File: config.mk
export PLATFORM = sky130hd
export DESIGN_NAME = survivor_selector_n
export DESIGN_NICKNAME = d
export VERILOG_FILES = /design/src/rtl/survivor_selector_n.sv
export SDC_FILE = /design/constraint.sdc
export NUM_CORES = 1
export LEC_CHECK = 0
export CAP_MARGIN = 20
export CORE_UTILIZATION = 35
export DETAILED_ROUTE_END_ITERATION = 7
export PLACE_DENSITY = 0.72
export SKIP_CTS_REPAIR_TIMING = 1
export SKIP_LAST_GASP = 1
export SLEW_MARGIN = 20
export SYNTH_ARGS = -nofsm -noshare
export SYNTH_HDL_FRONTEND = slang
export SYNTH_SLANG_ARGS = --single-unit
File: constraint.sdc
create_clock -name clk -period 2.95 [get_ports clk]
set_clock_uncertainty 0.2 [all_clocks]
set_input_delay 0.4425 -clock clk [delete_from_list [all_inputs] [get_ports clk]]
set_output_delay 0.4425 -clock clk [all_outputs]
set_load 0.1 [all_outputs]
File: src/rtl/survivor_selector_n.sv
// survivor_selector_n: pipelined minimum-metric survivor selection over NUM_STATES paths.
module survivor_selector_n #(
    parameter int NUM_STATES  = 4,
    parameter int PATH_W      = 8,
    parameter int METRIC_W    = 4,
    parameter int PTR_W       = 3,
    parameter int NORM_THRESH = 8
) (
    input  logic                           clk,
    input  logic                           rst,
    input  logic                           refresh,
    input  logic                           valid_in,
    input  logic                           term_mode,
    input  logic [NUM_STATES*PATH_W-1:0]   paths_in,
    input  logic [NUM_STATES*METRIC_W-1:0] metrics_in,
    input  logic [PTR_W-1:0]               write_pointer_in,
    output logic [PATH_W-1:0]              selected_path,
    output logic [$clog2(NUM_STATES)-1:0]  best_state,
    output logic [METRIC_W-1:0]            min_metric,
    output logic [PTR_W-1:0]               write_pointer_out,
    output logic                           norm_req,
    output logic                           valid_out
);
    localparam int LAT = $clog2(NUM_STATES);
    genvar l;
    generate
        for (l = 0; l <= LAT; l++) begin : lv
            localparam int W = NUM_STATES >> l;
            logic [PATH_W-1:0]   p [W];
            logic [LAT-1:0]      x [W];
            logic [METRIC_W-1:0] m [W];
            logic [PTR_W-1:0]    ptr;
            logic                v;
            if (l == 0) begin : g_in
                // Terminated trellis: non-zero states get the maximum metric so they can never win a strict less-than.
                always_comb begin
                    for (int k = 0; k < W; k++) begin
                        p[k] = paths_in[k*PATH_W +: PATH_W];
                        x[k] = LAT'(k);
                        m[k] = (term_mode && k != 0) ? '1 : metrics_in[k*METRIC_W +: METRIC_W];
                    end
                end
                assign ptr = write_pointer_in;
                assign v   = valid_in;
            end else begin : g_st
                always_ff @(posedge clk) begin
                    if (!rst) begin
                        v   <= 1'b0;
                        ptr <= '0;
                        for (int k = 0; k < W; k++) begin
                            p[k] <= '0;
                            x[k] <= '0;
                            m[k] <= '0;
                        end
                    end else begin
                        v <= !refresh && lv[l-1].v;
                        if (lv[l-1].v) begin
                            ptr <= lv[l-1].ptr;
                            for (int k = 0; k < W; k++) begin
                                p[k] <= (lv[l-1].m[2*k+1] < lv[l-1].m[2*k]) ? lv[l-1].p[2*k+1] : lv[l-1].p[2*k];
                                x[k] <= (lv[l-1].m[2*k+1] < lv[l-1].m[2*k]) ? lv[l-1].x[2*k+1] : lv[l-1].x[2*k];
                                m[k] <= (lv[l-1].m[2*k+1] < lv[l-1].m[2*k]) ? lv[l-1].m[2*k+1] : lv[l-1].m[2*k];
                            end
                        end
                    end
                end
            end
        end
    endgenerate
    assign selected_path     = lv[LAT].p[0];
    assign best_state        = lv[LAT].x[0];
    assign min_metric        = lv[LAT].m[0];
    assign write_pointer_out = lv[LAT].ptr;
    assign valid_out         = lv[LAT].v;
    assign norm_req          = valid_out && (min_metric >= METRIC_W'(NORM_THRESH));
endmodule

## Word-level counts from Yosys, hierarchy flattened

Memory sizes are Yosys's and may differ from the RTL's.
Index checks and enable logic that the tools add are counted.

- Register bits after elaboration: 8
- Bits in latches: 0
- Memory bits (writable): 42
- Memory bits (read-only): 0
- Bits of input ports: 56
- Output and inout bits: 19
- Word-level logic and storage cells: 58
- Memories: 6

- Add/sub/neg operators: 0
- $mul: 0
- Divide/modulo/power cells: 0
- Magnitude comparators: 4
- Eq/ne operators: 0
- Shift-type cells: 0
- Muxes and demuxes: 31
- Bitwise operators: 6
- Reduce and logical (&&, ||, !) cells: 7

Memories:

| memory | depth | bits a word | rd ports | clocked after memory_dff | write ports | line | RTL |
|---|---|---|---|---|---|---|---|
| lv[1].p | 2 | 8 | 2 | 0 | 2 | 29 | `logic [PATH_W-1:0] p [W];` |
| lv[1].m | 2 | 4 | 2 | 0 | 2 | 31 | `logic [METRIC_W-1:0] m [W];` |
| lv[2].p | 1 | 8 | 1 | 0 | 1 | 29 |  |
| lv[1].x | 2 | 2 | 2 | 0 | 2 | 30 | `logic [LAT-1:0] x [W];` |
| lv[2].m | 1 | 4 | 1 | 0 | 1 | 31 |  |
| lv[2].x | 1 | 2 | 1 | 0 | 1 | 30 |  |

Operators with widths:

| operator | count |
|---|---|
| $mux 8 | 6 |
| $mux 4 | 9 |
| $lt 4x4->1 | 3 |
| $mux 1 | 12 |
| $mux 2 | 4 |
| $reduce_or 8->1 | 1 |
| $or 1x1->1 | 6 |
| $ge 4x4->1 const B | 1 |
| $reduce_or 4->1 | 1 |
| $logic_and 1x1->1 | 3 |
| $reduce_or 2->1 | 1 |
| $logic_not 1->1 | 1 |

## Logic depth before layout (Yosys ltp)

- Word-level depth: 5
- Depth in mapped cells: 9
- Gate-level depth less buffers: 7

## Least setup slack after synthesis

Ideal clock, no wire load.

- Path kind: input -> register
- From: input port term_mode
- To: memory lv[1].p[0][3] (data pin)
- Library setup time: 266 ps
- Arrival: 1987 ps
- Data required time: 2484 ps
- Setup slack: 497 ps
- Stages on the path: 8
- Buffers on the path: 2
- Cell sequence: buf_2 -> or2_2 -> ha_1 -> o211ai_1 -> o21ai_2 -> buf_6 -> mux2i_1 -> nor2_1

RTL lines:

| what | line | RTL |
|---|---|---|
| start: declaration | 13 | `input logic term_mode,` |
| end: declaration | 29 |  |

==> out/metrics.cfg <==
[sta]
timing.final.hold_violations=0
worstMarginPinSlew_ns=0.6300
max_clock_freq_mhz=375.9
holdWs_ns=0.3302
fin_crit_sh_pct=90.18
setup_viol=0
grt_setup_unrepaired=false
slew_viol_final=0
min_period_ns=2.660
relSlewSlack_pct=58.00

[die]
die_width_um=86.54
start_util_pct=36.61
die-area_um2=7488
coreArea_um2=6832
io_pins=75
fp-row-count=30
die_h_um=86.54

[setup_path]
cp-start-kind=input pin
path_class=in2reg
crit_required_ns=2.81
crit_arrival_ns=2.52
crit_fanout=9
end_kind=register

[clock_tree]
cts_inserted_buffers=5
cts.clk_slew.worst_paths_ns=0.08
insertion_delay_ns=0.30
cts-root-buf=clkbuf_8
cts.sinks=49
htree_levels=2
clock_path_buffers=2
cts_tree=done

[placement]
gp_congestion=0.7935
place.port_buffers=74
hpwl_um=3928
placedCellCount=390
post_dp_cell_area_um2=3352

[power_and_ir_drop]
switching_share_pct=29.36
powerDensity_nw_per_um2=477.6
power_frac_clock_pct=23.4
combPwrFrac_pct=26.6
p_sw_uw=482.1
p_int_mw=1.160
seqPwrFrac_pct=50.0
ir_drop_mv=0.2096
leakage_nw=1.357

[grt]
grt_pass1_wl_um=8355
overflow=0
grt.total_usage_pct=14.26
grt_pass1_vias=1841
grt_max_degree=28
antenna_found_initial=0

[logic_synthesis]
synth-adder-area-share_pct=4.502
synth_compound_area_share_pct=12.71
synth_mux_area_share_pct=8.804
yosys_warnings=0
synthTopCellsByArea=edfxtp_1, mux2i_1, dfxtp_1, ha_1, nor2_1
synth_common_cells=edfxtp_1, nor2_1, mux2i_1
synthMostInstantiatedCell=edfxtp_1
synth-simple-area-share_pct=13.96
yosysSeqAreaShare_pct=55.63
synth_top_family_by_area=simple AND/OR/NAND/NOR gates
ys_types=30
async_flop_share_pct=0
yosys.area.top_type_share_pct=49.22
synth.cell_area_um2=2501
synthCells=220
avgSynthCellArea_um2=11.37
dominantRegCellSynth=edfxtp_1
synth-edff-count=41
yosys.area.top_type=edfxtp_1
synth.ff_latch_count=49
syn_nets=285
synth_xor_xnor_area_share_pct=0

[drt]
drtIter0Drc=73
ant_nets=0
wl_um=5028
firstDrtPassIters=6
viasPerCell=4.754
route.detailed.drc=0
avgRoutedWirePerCell_um=12.63
vias=1892

[cells_and_area]
drive_gt1_share_pct=19.21
n_antenna_cell=0
filler_cell_count=639
layout.nets=366
design_area_um2=3438
syn2layout_area_growth_pct=37.47
final_cells=398

[outcome]
status=completed

[run]
drv_cap=0

[worst_hold_path]
hold_path_class=reg2reg

layout by cell type, fill, tap and decap left out, types with 5 or more instances in the layout:
| cell | netlist | final |
|---|---|---|
| buf_4 | 0 | 31 |
| ha_1 | 9 | 9 |
| a21oi_1 | 18 | 18 |
| o21ai_0 | 11 | 11 |
| a211oi_2 | 5 | 5 |
| nand3_1 | 12 | 12 |
| nor2_1 | 28 | 28 |
| clkdlybuf4s50_1 | 0 | 55 |
| or2_2 | 6 | 6 |
| inv_1 | 10 | 10 |
| edfxtp_1 | 41 | 41 |
| dfxtp_1 | 8 | 8 |
| clkbuf_8 | 0 | 5 |
| nor2b_1 | 7 | 7 |
| mux2i_1 | 22 | 22 |
cells by family (layout without fill, tap and decap cells):
group,after synthesis,after routing
compound gates,49,49
fa+ha+maj,9,9
buf+inv,23,105
flops,49,49
mux,22,22
simple gates,68,68
sequential cells by signal, summed over array words and instances, names as in the netlist:
name,count
lv.m,12
lv.p,24
lv.ptr,3
lv.v,1
lv.x,5
valid_out,1
write_pointer_out,3
final timing paths:
check / startpoint / end / slack, ns / depth (start not counted)
min: lv[1].ptr[1] / lv[1].ptr[1] / 0.33 / 2
max: term_mode / lv[1].p[0][2] / 0.29 / 8
max reg2reg: lv[1].m[0][6] / lv[2].m[0][0] / 0.88 / 5
min reg2reg: lv[1].ptr[1] / lv[1].ptr[1] / 0.33 / 2
cell type report:
class	instances	area [um^2]	area share, %
Clock inverter	2	13.76	0.4003
Sequential cell	49	1391	40.47
Multi-Input combinational cell	148	999.7	29.08
Clock buffer	6	72.57	2.111
Timing Repair Buffer	87	803.3	23.36
Tap cell	96	120.1	3.493
Inverter	10	37.54	1.092
critical path: stages:
cell	delay [ns]
clkdlybuf4s50_1	0.53
or2_2	0.36
ha_1	0.32
o211ai_1	0.14
o21ai_2	0.26
buf_12	0.17
mux2i_1	0.23
nor2_1	0.06
power by group through the flow:
| stage | clock [mW] | sequential (mW) | combinational (mW) |
|---|---|---|---|
| 2_1_floorplan | 0 | 0.902 | 0.212 |
| 3_3_place_gp | 0 | 0.836 | 0.426 |
| 3_5_place_dp | 0 | 0.838 | 0.436 |
| 4_1_cts | 0.398 | 0.822 | 0.437 |
| 5_1_grt | 0.422 | 0.828 | 0.472 |
| 6_report | 0.384 | 0.822 | 0.437 |
through the flow:
stage                     power (mW)  util [%]   TNS, ns  setup slack [ns]
after floorplan                1.114         -         0            0.4968
after global placement         1.262     49.07  -0.02207          -0.01304
after detailed placement       1.273     49.07  -0.02348         -0.009681
after CTS                      1.657     50.33         0            0.2976
after global routing           1.722     50.33         0            0.1312
final                          1.642     50.33         0            0.2898
per-layer routing:
metal	routed length, um	global-route usage, %	up-vias	part of all wire (%)
met5	0	0	-	0
met4	70	4.697	0	1.4
met3	240	2.762	6	4.8
met2	2358	22.73	71	47
met1	2359	19.56	859	47
li1	-	-	956	-
No activity file was read; power rests on OpenSTA's default activity.
